## config.mk

```make
export PLATFORM = sky130hd
export DESIGN_NAME = hkspi_responder_flat
export DESIGN_NICKNAME = d
export VERILOG_FILES = /design/src/rtl/hkspi_pkg.sv /design/src/rtl/hkspi_responder_if.sv /design/src/rtl/hkspi_sync_edge.sv /design/src/rtl/hkspi_responder.sv /design/src/flat_wrapper.sv
export SDC_FILE = /design/constraint.sdc
export NUM_CORES = 1
export LEC_CHECK = 0
export BUFFER_PORTS_ARGS = -buffer_cell sky130_fd_sc_hd__buf_2
export CORE_ASPECT_RATIO = 1.1
export CORE_MARGIN = 8
export CORE_UTILIZATION = 35
export DETAILED_ROUTE_END_ITERATION = 12
export GPL_TIMING_DRIVEN = 0
export HOLD_SLACK_MARGIN = 0.05
export PLACE_DENSITY = 0.6
export SETUP_SLACK_MARGIN = 0.02
export SLEW_MARGIN = 15
export SYNTH_ARGS = -nofsm -noshare
export SYNTH_HDL_FRONTEND = slang
export SYNTH_SLANG_ARGS = --single-unit
```

## constraint.sdc

```tcl
create_clock -name clock -period 1.94 [get_ports clock]
set_clock_uncertainty 0.15 [all_clocks]
set_input_delay 0.291 -clock clock [delete_from_list [all_inputs] [get_ports clock]]
set_output_delay 0.291 -clock clock [all_outputs]
set_load 0.005 [all_outputs]
```

## src/rtl/hkspi_pkg.sv

```systemverilog
// Shared types and command-field positions for the housekeeping SPI responder.
package hkspi_pkg;

    typedef enum logic [1:0] {
        NOP  = 2'b00,
        RD   = 2'b01,
        WR   = 2'b10,
        RDWR = 2'b11
    } mode_e;

    typedef enum logic [2:0] {
        IDLE,
        CMD,
        ADDR,
        DATA,
        DONE
    } state_e;

    localparam int unsigned CMD_MODE_MSB = 7;
    localparam int unsigned CMD_CNT_MSB  = 5;
    localparam int unsigned CMD_CNT_LSB  = 3;

    function automatic logic mode_reads(mode_e m);
        return (m == RD) || (m == RDWR);
    endfunction

    function automatic logic mode_writes(mode_e m);
        return (m == WR) || (m == RDWR);
    endfunction

endpackage

```

## src/rtl/hkspi_responder_if.sv

```systemverilog
// SPI pad signals and register-file bus of the housekeeping SPI responder.
interface hkspi_responder_if #(
    parameter int unsigned ADDR_W = 8
);
    logic              sck;
    logic              csb;
    logic              sdi;
    logic              sdo;
    logic              sdo_oe;
    logic              busy;
    logic [ADDR_W-1:0] reg_addr;
    logic              reg_re;
    logic [7:0]        reg_rdata;
    logic              reg_we;
    logic [7:0]        reg_wdata;

    // Responder side: consumes the pads and the read data, drives everything else.
    modport slave (
        input  sck, csb, sdi, reg_rdata,
        output sdo, sdo_oe, busy, reg_addr, reg_re, reg_we, reg_wdata
    );

    // Host and register-bank side.
    modport master (
        output sck, csb, sdi, reg_rdata,
        input  sdo, sdo_oe, busy, reg_addr, reg_re, reg_we, reg_wdata
    );

endinterface

```

## src/rtl/hkspi_sync_edge.sv

```systemverilog
// Multi-flop synchronizer for an asynchronous pad input with single-cycle rise/fall pulses.
module hkspi_sync_edge #(
    parameter int unsigned SYNC_STAGES = 2
) (
    input  logic i_clock,
    input  logic i_resetb,
    input  logic i_d,
    output logic o_rise,
    output logic o_fall
);

    logic [SYNC_STAGES-1:0] r_sync;
    logic                   r_prev;
    logic                   w_level;

    assign w_level = r_sync[SYNC_STAGES-1];

    // Reset to 0 so a line already low at reset release produces no falling edge.
    always_ff @(posedge i_clock or negedge i_resetb) begin
        if (!i_resetb) begin
            r_sync <= '0;
            r_prev <= 1'b0;
        end else begin
            r_sync <= {r_sync[SYNC_STAGES-2:0], i_d};
            r_prev <= w_level;
        end
    end

    assign o_rise = w_level & ~r_prev;
    assign o_fall = ~w_level & r_prev;

endmodule

```

## src/rtl/hkspi_responder.sv

```systemverilog
// Oversampled mode-0 SPI responder: command byte, address byte, then an auto-incrementing
// stream of register reads and/or writes.
module hkspi_responder
    import hkspi_pkg::*;
#(
    parameter int unsigned SYNC_STAGES = 2,
    parameter int unsigned ADDR_W      = 8
) (
    input logic              clock,
    input logic              resetb,
    hkspi_responder_if.slave io_bus
);

    logic w_sck_rise;
    logic w_sck_fall;
    logic w_csb_rise;
    logic w_csb_fall;
    logic w_sdi;
    logic w_bit_last;
    logic [7:0] w_byte;

    logic [SYNC_STAGES-1:0] r_sdi_sync;
    state_e            r_state;
    mode_e             r_mode;
    logic [2:0]        r_cnt;
    logic [2:0]        r_nbytes;
    logic [2:0]        r_bitcnt;
    logic [7:0]        r_shift_in;
    logic [7:0]        r_shift_out;
    logic [7:0]        r_wdata;
    logic [ADDR_W-1:0] r_addr;
    logic              r_re;
    logic              r_we;
    logic              r_step;
    logic              r_ld_pend;
    logic              r_sdo;
    logic              r_sdo_oe;
    logic              r_busy;

    hkspi_sync_edge #(
        .SYNC_STAGES(SYNC_STAGES)
    ) u_sck_sync (
        .i_clock (clock),
        .i_resetb(resetb),
        .i_d     (io_bus.sck),
        .o_rise  (w_sck_rise),
        .o_fall  (w_sck_fall)
    );

    hkspi_sync_edge #(
        .SYNC_STAGES(SYNC_STAGES)
    ) u_csb_sync (
        .i_clock (clock),
        .i_resetb(resetb),
        .i_d     (io_bus.csb),
        .o_rise  (w_csb_rise),
        .o_fall  (w_csb_fall)
    );

    // Same depth as the SCK path so SDI is sampled in step with the detected rising edge.
    always_ff @(posedge clock or negedge resetb) begin
        if (!resetb) begin
            r_sdi_sync <= '0;
        end else begin
            r_sdi_sync <= {r_sdi_sync[SYNC_STAGES-2:0], io_bus.sdi};
        end
    end

    assign w_sdi      = r_sdi_sync[SYNC_STAGES-1];
    assign w_byte     = {r_shift_in[6:0], w_sdi};
    assign w_bit_last = (r_bitcnt == 3'd7);

    always_ff @(posedge clock or negedge resetb) begin
        if (!resetb) begin
            r_state     <= IDLE;
            r_mode      <= NOP;
            r_cnt       <= 3'd0;
            r_nbytes    <= 3'd0;
            r_bitcnt    <= 3'd0;
            r_shift_in  <= 8'h00;
            r_shift_out <= 8'h00;
            r_wdata     <= 8'h00;
            r_addr      <= '0;
            r_re        <= 1'b0;
            r_we        <= 1'b0;
            r_step      <= 1'b0;
            r_ld_pend   <= 1'b0;
            r_sdo       <= 1'b0;
            r_sdo_oe    <= 1'b0;
            r_busy      <= 1'b0;
        end else begin
            r_re   <= 1'b0;
            r_we   <= 1'b0;
            r_step <= 1'b0;

            // The cycle after a completed data byte: the write strobe (if any) has used the
            // old address, so advance it and prefetch the next read byte.
            if (r_step) begin
                r_addr <= r_addr + ADDR_W'(1);
                if (r_state == DATA && !w_csb_rise && mode_reads(r_mode)) begin
                    r_re      <= 1'b1;
                    r_ld_pend <= 1'b1;
                end
            end

            if (w_csb_rise) begin
                r_state   <= IDLE;
                r_busy    <= 1'b0;
                r_bitcnt  <= 3'd0;
                r_ld_pend <= 1'b0;
                r_sdo     <= 1'b0;
                r_sdo_oe  <= 1'b0;
            end else begin
                unique case (r_state)
                    IDLE: begin
                        if (w_csb_fall) begin
                            r_state  <= CMD;
                            r_busy   <= 1'b1;
                            r_bitcnt <= 3'd0;
                        end
                    end
                    CMD: begin
                        if (w_sck_rise) begin
                            r_shift_in <= w_byte;
                            r_bitcnt   <= r_bitcnt + 3'd1;
                            if (w_bit_last) begin
                                r_mode  <= mode_e'(w_byte[CMD_MODE_MSB -: 2]);
                                r_cnt   <= w_byte[CMD_CNT_MSB:CMD_CNT_LSB];
                                r_state <= ADDR;
                            end
                        end
                    end
                    ADDR: begin
                        if (w_sck_rise) begin
                            r_shift_in <= w_byte;
                            r_bitcnt   <= r_bitcnt + 3'd1;
                            if (w_bit_last) begin
                                r_addr   <= ADDR_W'(w_byte);
                                r_nbytes <= 3'd0;
                                if (r_mode == NOP) begin
                                    r_state <= DONE;
                                end else begin
                                    r_state <= DATA;
                                    if (mode_reads(r_mode)) begin
                                        r_re      <= 1'b1;
                                        r_ld_pend <= 1'b1;
                                    end
                                end
                            end
                        end
                    end
                    DATA: begin
                        if (w_sck_fall) begin
                            if (r_ld_pend) begin
                                r_sdo       <= io_bus.reg_rdata[7];
                                r_shift_out <= {io_bus.reg_rdata[6:0], 1'b0};
                                r_sdo_oe    <= 1'b1;
                                r_ld_pend   <= 1'b0;
                            end else if (r_sdo_oe) begin
                                r_sdo       <= r_shift_out[7];
                                r_shift_out <= {r_shift_out[6:0], 1'b0};
                            end
                        end
                        if (w_sck_rise) begin
                            r_shift_in <= w_byte;
                            r_bitcnt   <= r_bitcnt + 3'd1;
                            if (w_bit_last) begin
                                if (mode_writes(r_mode)) begin
                                    r_wdata <= w_byte;
                                    r_we    <= 1'b1;
                                end
                                r_step   <= 1'b1;
                                r_nbytes <= r_nbytes + 3'd1;
                                // A zero count means an unlimited stream.
                                if (r_cnt != 3'd0 && (r_nbytes + 3'd1) == r_cnt) begin
                                    r_state   <= DONE;
                                    r_sdo     <= 1'b0;
                                    r_sdo_oe  <= 1'b0;
                                    r_ld_pend <= 1'b0;
                                end
                            end
                        end
                    end
                    DONE: begin
                        r_bitcnt <= 3'd0;
                    end
                    default: begin
                        r_state <= IDLE;
                    end
                endcase
            end
        end
    end

    assign io_bus.sdo       = r_sdo;
    assign io_bus.sdo_oe    = r_sdo_oe;
    assign io_bus.busy      = r_busy;
    assign io_bus.reg_addr  = r_addr;
    assign io_bus.reg_re    = r_re;
    assign io_bus.reg_we    = r_we;
    assign io_bus.reg_wdata = r_wdata;

endmodule

```

## src/flat_wrapper.sv

```systemverilog
// flat-port wrapper written by rule: the top's interface ports become plain ports
module hkspi_responder_flat import hkspi_pkg::*;
#(
    parameter int unsigned SYNC_STAGES = 2,
    parameter int unsigned ADDR_W      = 8
)
  (clock, resetb, io_bus_sck, io_bus_csb, io_bus_sdi, io_bus_reg_rdata, io_bus_sdo, io_bus_sdo_oe, io_bus_busy, io_bus_reg_addr, io_bus_reg_re, io_bus_reg_we, io_bus_reg_wdata);
  hkspi_responder_if #(.ADDR_W(ADDR_W)) io_bus_i ();
  input logic clock;
  input logic resetb;
  input wire logic [$bits(io_bus_i.sck)-1:0] io_bus_sck;
  input wire logic [$bits(io_bus_i.csb)-1:0] io_bus_csb;
  input wire logic [$bits(io_bus_i.sdi)-1:0] io_bus_sdi;
  input wire logic [$bits(io_bus_i.reg_rdata)-1:0] io_bus_reg_rdata;
  output wire logic [$bits(io_bus_i.sdo)-1:0] io_bus_sdo;
  output wire logic [$bits(io_bus_i.sdo_oe)-1:0] io_bus_sdo_oe;
  output wire logic [$bits(io_bus_i.busy)-1:0] io_bus_busy;
  output wire logic [$bits(io_bus_i.reg_addr)-1:0] io_bus_reg_addr;
  output wire logic [$bits(io_bus_i.reg_re)-1:0] io_bus_reg_re;
  output wire logic [$bits(io_bus_i.reg_we)-1:0] io_bus_reg_we;
  output wire logic [$bits(io_bus_i.reg_wdata)-1:0] io_bus_reg_wdata;
  assign io_bus_i.sck = io_bus_sck;
  assign io_bus_i.csb = io_bus_csb;
  assign io_bus_i.sdi = io_bus_sdi;
  assign io_bus_i.reg_rdata = io_bus_reg_rdata;
  assign io_bus_sdo = io_bus_i.sdo;
  assign io_bus_sdo_oe = io_bus_i.sdo_oe;
  assign io_bus_busy = io_bus_i.busy;
  assign io_bus_reg_addr = io_bus_i.reg_addr;
  assign io_bus_reg_re = io_bus_i.reg_re;
  assign io_bus_reg_we = io_bus_i.reg_we;
  assign io_bus_reg_wdata = io_bus_i.reg_wdata;
  hkspi_responder #(.SYNC_STAGES(SYNC_STAGES), .ADDR_W(ADDR_W)) u_core (.clock(clock), .resetb(resetb), .io_bus(io_bus_i));
endmodule
```

# Yosys cells after proc, flatten, opt, wreduce, memory -nomap -nowiden
# Cells that the tools add are included.
[totals] register_bits=60
[classes] n_bitwise=9 addsub=3 eq_ne=23 n_reduce_logical=24 mux=75
[ops] cell="$mux W8" count=7
[ops] cell="$mux W3" count=17
[ops] cell="$mux W1" count=47
[ops] cell="$ne A3 B2 Y1 const B" count=5
[ops] cell="$pmux W3 S5" count=1
[ops] cell="$ne A3 B1 Y1 const B" count=4
[ops] cell="$reduce_bool A2 Y1" count=5
[ops] cell="$pmux W3 S3" count=1
[ops] cell="$reduce_and A9 Y1" count=1
[ops] cell="$add A8 B1 Y8 const B" count=1
[ops] cell="$reduce_and A4 Y1" count=2
[ops] cell="$add A3 B1 Y3 const B" count=2
[ops] cell="$eq A3 B2 Y1 const B" count=2
[ops] cell="$eq A3 B3 Y1 const B" count=2
[ops] cell="$ne A2 B1 Y1 const B" count=3
[ops] cell="$pmux W3 S2" count=1
[ops] cell="$reduce_and A3 Y1" count=2
[ops] cell="$reduce_and A6 Y1" count=1
[ops] cell="$not A1 Y1" count=5
[ops] cell="$reduce_and A5 Y1" count=1
[ops] cell="$and A1 B1 Y1" count=4
[ops] cell="$eq A2 B2 Y1 const B" count=2
[ops] cell="$ne A2 B2 Y1 const B" count=2
[ops] cell="$reduce_bool A4 Y1" count=1
[ops] cell="other kinds (12)" count=15

# Logic depth before layout (Yosys ltp)
[logic_depth] depth_word=14 depth_mapped=8

# Cells and area by module
# Synthesis repeated with hierarchy kept, for this count alone.
[unflattened] hier_cells=230 hier_area_um2=2705.1
[by_module_without_submodules] mod="hkspi_responder" seq_area_each_um2=1326.3 cells_each=220 n_inst=1 area_each_um2=2524.9
[by_module_without_submodules] mod="hkspi_sync_edge" seq_area_each_um2=75.1 cells_each=5 n_inst=2 area_each_um2=90.1

# Worst setup path after synthesis
# Ideal clock, no wire load.
[synth_path] path_type="reg-to-reg" start="register u_core.r_bitcnt[0]" end="register u_core.r_wdata[0] (netlist: u_core.io_bus.reg_wdata[0])" setup_slack_ps=15 arrival_ps=1650 stages_incl_launch_ff=7 setup_time_ps=125 cell_sequence="dfrtp_1 -> ha_1 -> ha_1 -> and4bb_2 -> and3_1 -> nand2_2 -> mux2_2"
[synth_between] elab_chain_len=2
[synth_lines] element="from (decl)" line_no="hkspi_responder.sv:27" source="logic [2:0] r_bitcnt;"
[synth_lines] element="from (signal assigned)" line_no="hkspi_responder.sv:125" source="r_bitcnt <= r_bitcnt + 3'd1;"
[synth_lines] element="from (signal assigned)" line_no="hkspi_responder.sv:136" source="r_bitcnt <= r_bitcnt + 3'd1;"
[synth_lines] element="from (signal assigned)" line_no="hkspi_responder.sv:166" source="r_bitcnt <= r_bitcnt + 3'd1;"
[synth_lines] element="$eq A3 B3 Y1" line_no="hkspi_responder.sv:71" source="assign w_bit_last = (r_bitcnt == 3'd7);"
[synth_lines] element="$reduce_and A5 Y1 (no source line)"
[synth_lines] element="to (signal assigned)" line_no="hkspi_responder.sv:169" source="r_wdata <= w_byte;"
[synth_lines] element="to (decl)" line_no="hkspi_responder.sv:30" source="logic [7:0] r_wdata;"
# Every way passes these cells.
# A chain may end at the register's enable or synchronous reset.

# Worst setup path after layout
[layout_path] start="register u_core.r_bitcnt[1]" end="register u_core.r_wdata[4] (netlist: u_core.io_bus.reg_wdata[4])"
# Same word-level chain as after synthesis.

==> flow_summary.html <==
<table>
<tr><th>Metric</th><th>Value</th></tr>
<tr><th colspan="2">Placement</th></tr>
<tr><td>Post-detailed-placement half-perimeter wirelength</td><td>3610 µm</td></tr>
<tr><td>Post-place setup slack</td><td>-200 ps</td></tr>
<tr><td>Count of placed standard cells including taps</td><td>361</td></tr>
<tr><td>Number of port buffers</td><td>33</td></tr>
<tr><td>Final estimated routing congestion in global placement</td><td>0.767</td></tr>
<tr><th colspan="2">Yosys</th></tr>
<tr><td>Mapped Avg Cell Area</td><td>11.0 µm²</td></tr>
<tr><td>Post-synthesis register bit count</td><td>59</td></tr>
<tr><td>Count of yosys warnings during synthesis</td><td>0</td></tr>
<tr><td>Leading post-synthesis cells by cell area</td><td>sky130_fd_sc_hd__dfrtp_1 (56%), sky130_fd_sc_hd__mux2_2 (6.4%), sky130_fd_sc_hd__nand2_1 (5.5%)</td></tr>
<tr><td>Dominant synthesized flop cell</td><td>sky130_fd_sc_hd__dfrtp_1</td></tr>
<tr><td>Biggest area consumer among synthesized cells</td><td>sky130_fd_sc_hd__dfrtp_1</td></tr>
<tr><td>Post-synthesis instance area</td><td>2640 µm²</td></tr>
<tr><td>Fraction of registers with async set/reset</td><td>1.00</td></tr>
<tr><td>Most used standard cell by instance count after synthesis</td><td>sky130_fd_sc_hd__dfrtp_1</td></tr>
<tr><td>Number of enable-type register cells in the synthesized netlist</td><td>0</td></tr>
<tr><td>Synthesized net count</td><td>259</td></tr>
<tr><td>Proportion of netlist area held by the largest area contributor</td><td>0.559</td></tr>
<tr><td>Number of instances in the synthesized netlist</td><td>241</td></tr>
<tr><td>Top cells by count, synth</td><td>sky130_fd_sc_hd__dfrtp_1 (59), sky130_fd_sc_hd__nand2_1 (39), sky130_fd_sc_hd__o21ai_0 (19), sky130_fd_sc_hd__nor2_1 (17), sky130_fd_sc_hd__mux2_2 (15)</td></tr>
<tr><td>Number of distinct standard cells referenced by the synthesized netlist</td><td>42</td></tr>
<tr><td>Sequential cell area fraction in the yosys report</td><td>0.559</td></tr>
<tr><th colspan="2">Worst setup path</th></tr>
<tr><td>Crit end category</td><td>flip-flop</td></tr>
<tr><td>Largest fanout on the critical path</td><td>4</td></tr>
<tr><td>Crit path capture</td><td>u_core.io_bus.reg_wdata[4]</td></tr>
<tr><td>Startpoint-to-endpoint class of the critical path</td><td>flip-flop to flip-flop</td></tr>
<tr><td>FF-to-FF setup slack</td><td>0.2 ps</td></tr>
<tr><td>Crit Reg-Reg Startpoint</td><td>u_core.r_bitcnt[1]</td></tr>
<tr><td>Worst r2r path cells</td><td>7</td></tr>
<tr><td>Launching element of the worst setup path</td><td>u_core.r_bitcnt[1]</td></tr>
<tr><td>Capturing point of the worst reg2reg path</td><td>u_core.io_bus.reg_wdata[4]</td></tr>
<tr><td>Worst endpoint data arrival time</td><td>2010 ps</td></tr>
<tr><td>Type of element launching the critical path</td><td>flip-flop</td></tr>
<tr><td>CP Data Required Time</td><td>2010 ps</td></tr>
<tr><th colspan="2">Timing</th></tr>
<tr><td>Achievable frequency</td><td>516 MHz</td></tr>
<tr><td>Final max-slew violation count</td><td>0</td></tr>
<tr><td>Min Tclk post-route</td><td>1940 ps</td></tr>
<tr><td>PnR worst setup slack</td><td>0.242 ps</td></tr>
<tr><td>Total setup violations reported at the end of the flow</td><td>0</td></tr>
<tr><td>Endpoints failing hold</td><td>0</td></tr>
<tr><td>Unrepaired setup endpoints after global routing</td><td>true</td></tr>
<tr><td>Max transition margin</td><td>0.508</td></tr>
<tr><td>Setup TNS Final</td><td>0 ps</td></tr>
<tr><td>Share of the cycle needed by the critical path after routing</td><td>1.00</td></tr>
<tr><td>Worst-margin pin slew</td><td>739 ps</td></tr>
<tr><th colspan="2">Global routing</th></tr>
<tr><td>Vias in the first global route</td><td>1971</td></tr>
<tr><td>Largest net degree at the start of global routing</td><td>60</td></tr>
<tr><td>Overall overflow remaining after global route</td><td>0</td></tr>
<tr><td>Global-route wire length before repair</td><td>9410 µm</td></tr>
<tr><td>Antenna violations before repair</td><td>0</td></tr>
<tr><td>GR Util All Layers</td><td>0.112</td></tr>
<tr><th colspan="2">Detailed routing</th></tr>
<tr><td>Average wire per cell in the routed design</td><td>13.8 µm</td></tr>
<tr><td>Initial DRT Pass Iterations</td><td>4</td></tr>
<tr><td>Total via count after detailed routing</td><td>1914</td></tr>
<tr><td>Sum of routed wire length over all layers</td><td>5430 µm</td></tr>
<tr><td>Vias per Instance</td><td>4.88</td></tr>
<tr><td>Post-route DRC</td><td>0</td></tr>
<tr><td>Antenna Violating Nets Remaining</td><td>0</td></tr>
<tr><td>Count of routing violations after the opening detailed-route iteration</td><td>78</td></tr>
<tr><th colspan="2">Floorplan</th></tr>
<tr><td>Count of standard-cell rows</td><td>33</td></tr>
<tr><td>Placeable core area</td><td>7390 µm²</td></tr>
<tr><td>X dimension of the die</td><td>98.8 µm</td></tr>
<tr><td>Die Area</td><td>10600 µm²</td></tr>
<tr><td>Number of I/O pins</td><td>34</td></tr>
<tr><td>Initial standard-cell utilization of the core</td><td>0.358</td></tr>
<tr><td>Overall die height</td><td>107 µm</td></tr>
<tr><th colspan="2">Layout</th></tr>
<tr><td>Number of nets in the final layout</td><td>318</td></tr>
<tr><td>Antenna cells</td><td>0</td></tr>
<tr><td>Synthesis-to-layout area growth</td><td>26.6%</td></tr>
<tr><td>Fraction of layout instances using a drive strength above 1</td><td>0.328</td></tr>
<tr><td>Post-Layout Cell Count</td><td>392</td></tr>
<tr><th colspan="2">Pwr</th></tr>
<tr><td>Lkg Pwr</td><td>1.63 nW</td></tr>
<tr><td>Power consumption</td><td>2.89 mW</td></tr>
<tr><td>Max VDD drop</td><td>484 µV</td></tr>
<tr><td>Pwr/cell area</td><td>865 nW/µm²</td></tr>
<tr><th colspan="2">Min path</th></tr>
<tr><td>Class of the tightest hold or removal check</td><td>input pin to flip-flop</td></tr>
<tr><th colspan="2">CTS</th></tr>
<tr><td>CTS H-tree lvls</td><td>3</td></tr>
<tr><td>CTS sink cnt</td><td>59</td></tr>
<tr><td>Clock edge transition at the registers on the reported setup and hold paths</td><td>70 ps</td></tr>
<tr><td>Source-to-sink clock delay at the later pin of the worst-skew pair</td><td>340 ps</td></tr>
<tr><td>Root Driver</td><td>sky130_fd_sc_hd__clkbuf_8</td></tr>
<tr><td>Clock tree from TritonCTS</td><td>yes</td></tr>
<tr><td>Number of buffers created by CTS</td><td>9</td></tr>
<tr><td>Maximum buffer depth of the clock tree</td><td>2</td></tr>
<tr><th colspan="2">Run status</th></tr>
<tr><td>Outcome</td><td>finished clean</td></tr>
<tr><th colspan="2">Run</th></tr>
<tr><td>Max Cap Violations</td><td>0</td></tr>
</table>
area by class of cell:
| class | count | area [µm²] |
|---|---|---|
| fillers | 709 | 4050 |
| flip-flops and latches | 59 | 1480 |
| multi-input cells | 165 | 1170 |
| repair buffers | 48 | 309 |
| clock buffers | 11 | 141 |
| well taps | 87 | 109 |
| clock inverters | 5 | 52.6 |
| plain buffers | 7 | 48.8 |
| inverters | 10 | 37.5 |
through the flow:
| step | area, µm² | hold WS (ps) | utilization |
|---|---|---|---|
| 6_report | 3340 | 106 | 0.453 |
| 5_1_grt | 3340 | 115 | 0.453 |
| 4_1_cts | 3330 | 99.0 | 0.450 |
| 3_5_place_dp | 2920 | 185 | 0.395 |
| 3_3_place_gp | 2920 | 183 | 0.395 |
| 2_1_floorplan | 2640 | -155 | - |
layer usage:
metal	part of all wire	global-route usage
met5	0	0
met2	0.46	0.171
met4	0.017	0.0560
met3	0.064	0.0415
met1	0.46	0.137
critical path, cell delays in order, from the launching register on:
cell                       delay [ps]
sky130_fd_sc_hd__dfrtp_1          380
sky130_fd_sc_hd__ha_2             200
sky130_fd_sc_hd__ha_4             150
sky130_fd_sc_hd__and4bb_2         250
sky130_fd_sc_hd__and3_4           190
sky130_fd_sc_hd__nand2_4           80
sky130_fd_sc_hd__buf_6            130
sky130_fd_sc_hd__mux2_4           300
cells by family after synthesis:
kind of cell,Yosys count,share of synthesized area
muxes,25,0.102
adders and majority gates,5,0.0237
buffers and inverters,17,0.0303
and+or+nand+nor,83,0.152
xor gates and xnor gates,10,0.0331
AOI/OAI and AO/OA,42,0.0994
DFF,59,0.559
sequential cells by signal, indices dropped and copies added, names as in the netlist, 2 cells and up:
| name | flops |
|---|---|
| u_core.r_shift_out | 7 |
| u_core.io_bus.reg_wdata | 8 |
| u_core.r_bitcnt | 3 |
| u_core.r_mode | 2 |
| u_core.r_state | 3 |
| u_core.u_sck_sync.r_sync | 2 |
| u_core.r_sdi_sync | 2 |
| u_core.r_cnt | 3 |
| u_core.io_bus.reg_addr | 8 |
| u_core.r_nbytes | 3 |
| u_core.r_shift_in | 7 |
| u_core.u_csb_sync.r_sync | 2 |
worst min-delay path by stage:
| stage | from | to | slack (ps) | cells after the start |
|---|---|---|---|---|
| final | io_bus_reg_rdata[6] | u_core.r_shift_out[7] | 110 | 3 |
| after detailed placement | u_core.u_csb_sync.r_sync[0] | u_core.u_csb_sync.r_sync[1] | 180 | 0 |
| after global routing | io_bus_reg_rdata[3] | u_core.r_shift_out[4] | 110 | 3 |
| after floorplan | resetb | u_core.io_bus.busy | -150 | 0 |
| after global placement | u_core.u_csb_sync.r_sync[0] | u_core.u_csb_sync.r_sync[1] | 180 | 0 |
| after CTS | io_bus_reg_rdata[6] | u_core.r_shift_out[7] | 100 | 3 |
power breakdown:
group / leakage, nW / switching (mW) / internal [mW]
Clock: 0.0991 / 0.475 / 0.621
Combinational: 0.775 / 0.180 / 0.164
Sequential: 0.756 / 0.119 / 1.33
repair_timing:
| action | 4_1_cts | 5_1_grt |
|---|---|---|
| resized for setup | 21 | 5 |
| endpoints found under the setup margin | 27 | 23 |
| cloned | 0 | 0 |
| pin swaps | 4 | 2 |
| endpoints found under the hold margin | 63 | 0 |
| hold buffers | 5 | 0 |
| setup buffers | 10 | 0 |
cells in the final DEF, fill, tap and decap left out, types with 2 or more instances in the layout:
cell and n:
sky130_fd_sc_hd__o21ai_0 19, sky130_fd_sc_hd__ha_2 3, sky130_fd_sc_hd__nand2_1 37, sky130_fd_sc_hd__inv_1 9
sky130_fd_sc_hd__clkbuf_1 2, sky130_fd_sc_hd__xor2_1 5, sky130_fd_sc_hd__nor2b_1 3, sky130_fd_sc_hd__a21oi_1 8
sky130_fd_sc_hd__buf_4 10, sky130_fd_sc_hd__clkinv_2 3, sky130_fd_sc_hd__clkbuf_8 10, sky130_fd_sc_hd__dlygate4sd3_1 5
sky130_fd_sc_hd__nand2b_1 2, sky130_fd_sc_hd__nor2_1 17, sky130_fd_sc_hd__a21oi_2 3, sky130_fd_sc_hd__nand4_1 4
sky130_fd_sc_hd__nor3_1 2, sky130_fd_sc_hd__a22o_1 2, sky130_fd_sc_hd__mux2i_1 9, sky130_fd_sc_hd__xnor2_1 4
sky130_fd_sc_hd__nor3_4 2, sky130_fd_sc_hd__nand3_1 3, sky130_fd_sc_hd__mux2_4 8, sky130_fd_sc_hd__buf_2 35
sky130_fd_sc_hd__nand2_2 3, sky130_fd_sc_hd__mux2_2 7, sky130_fd_sc_hd__dfrtp_1 59, sky130_fd_sc_hd__buf_6 3
sky130_fd_sc_hd__a31oi_1 2
No activity file was read; power rests on OpenSTA's default activity.
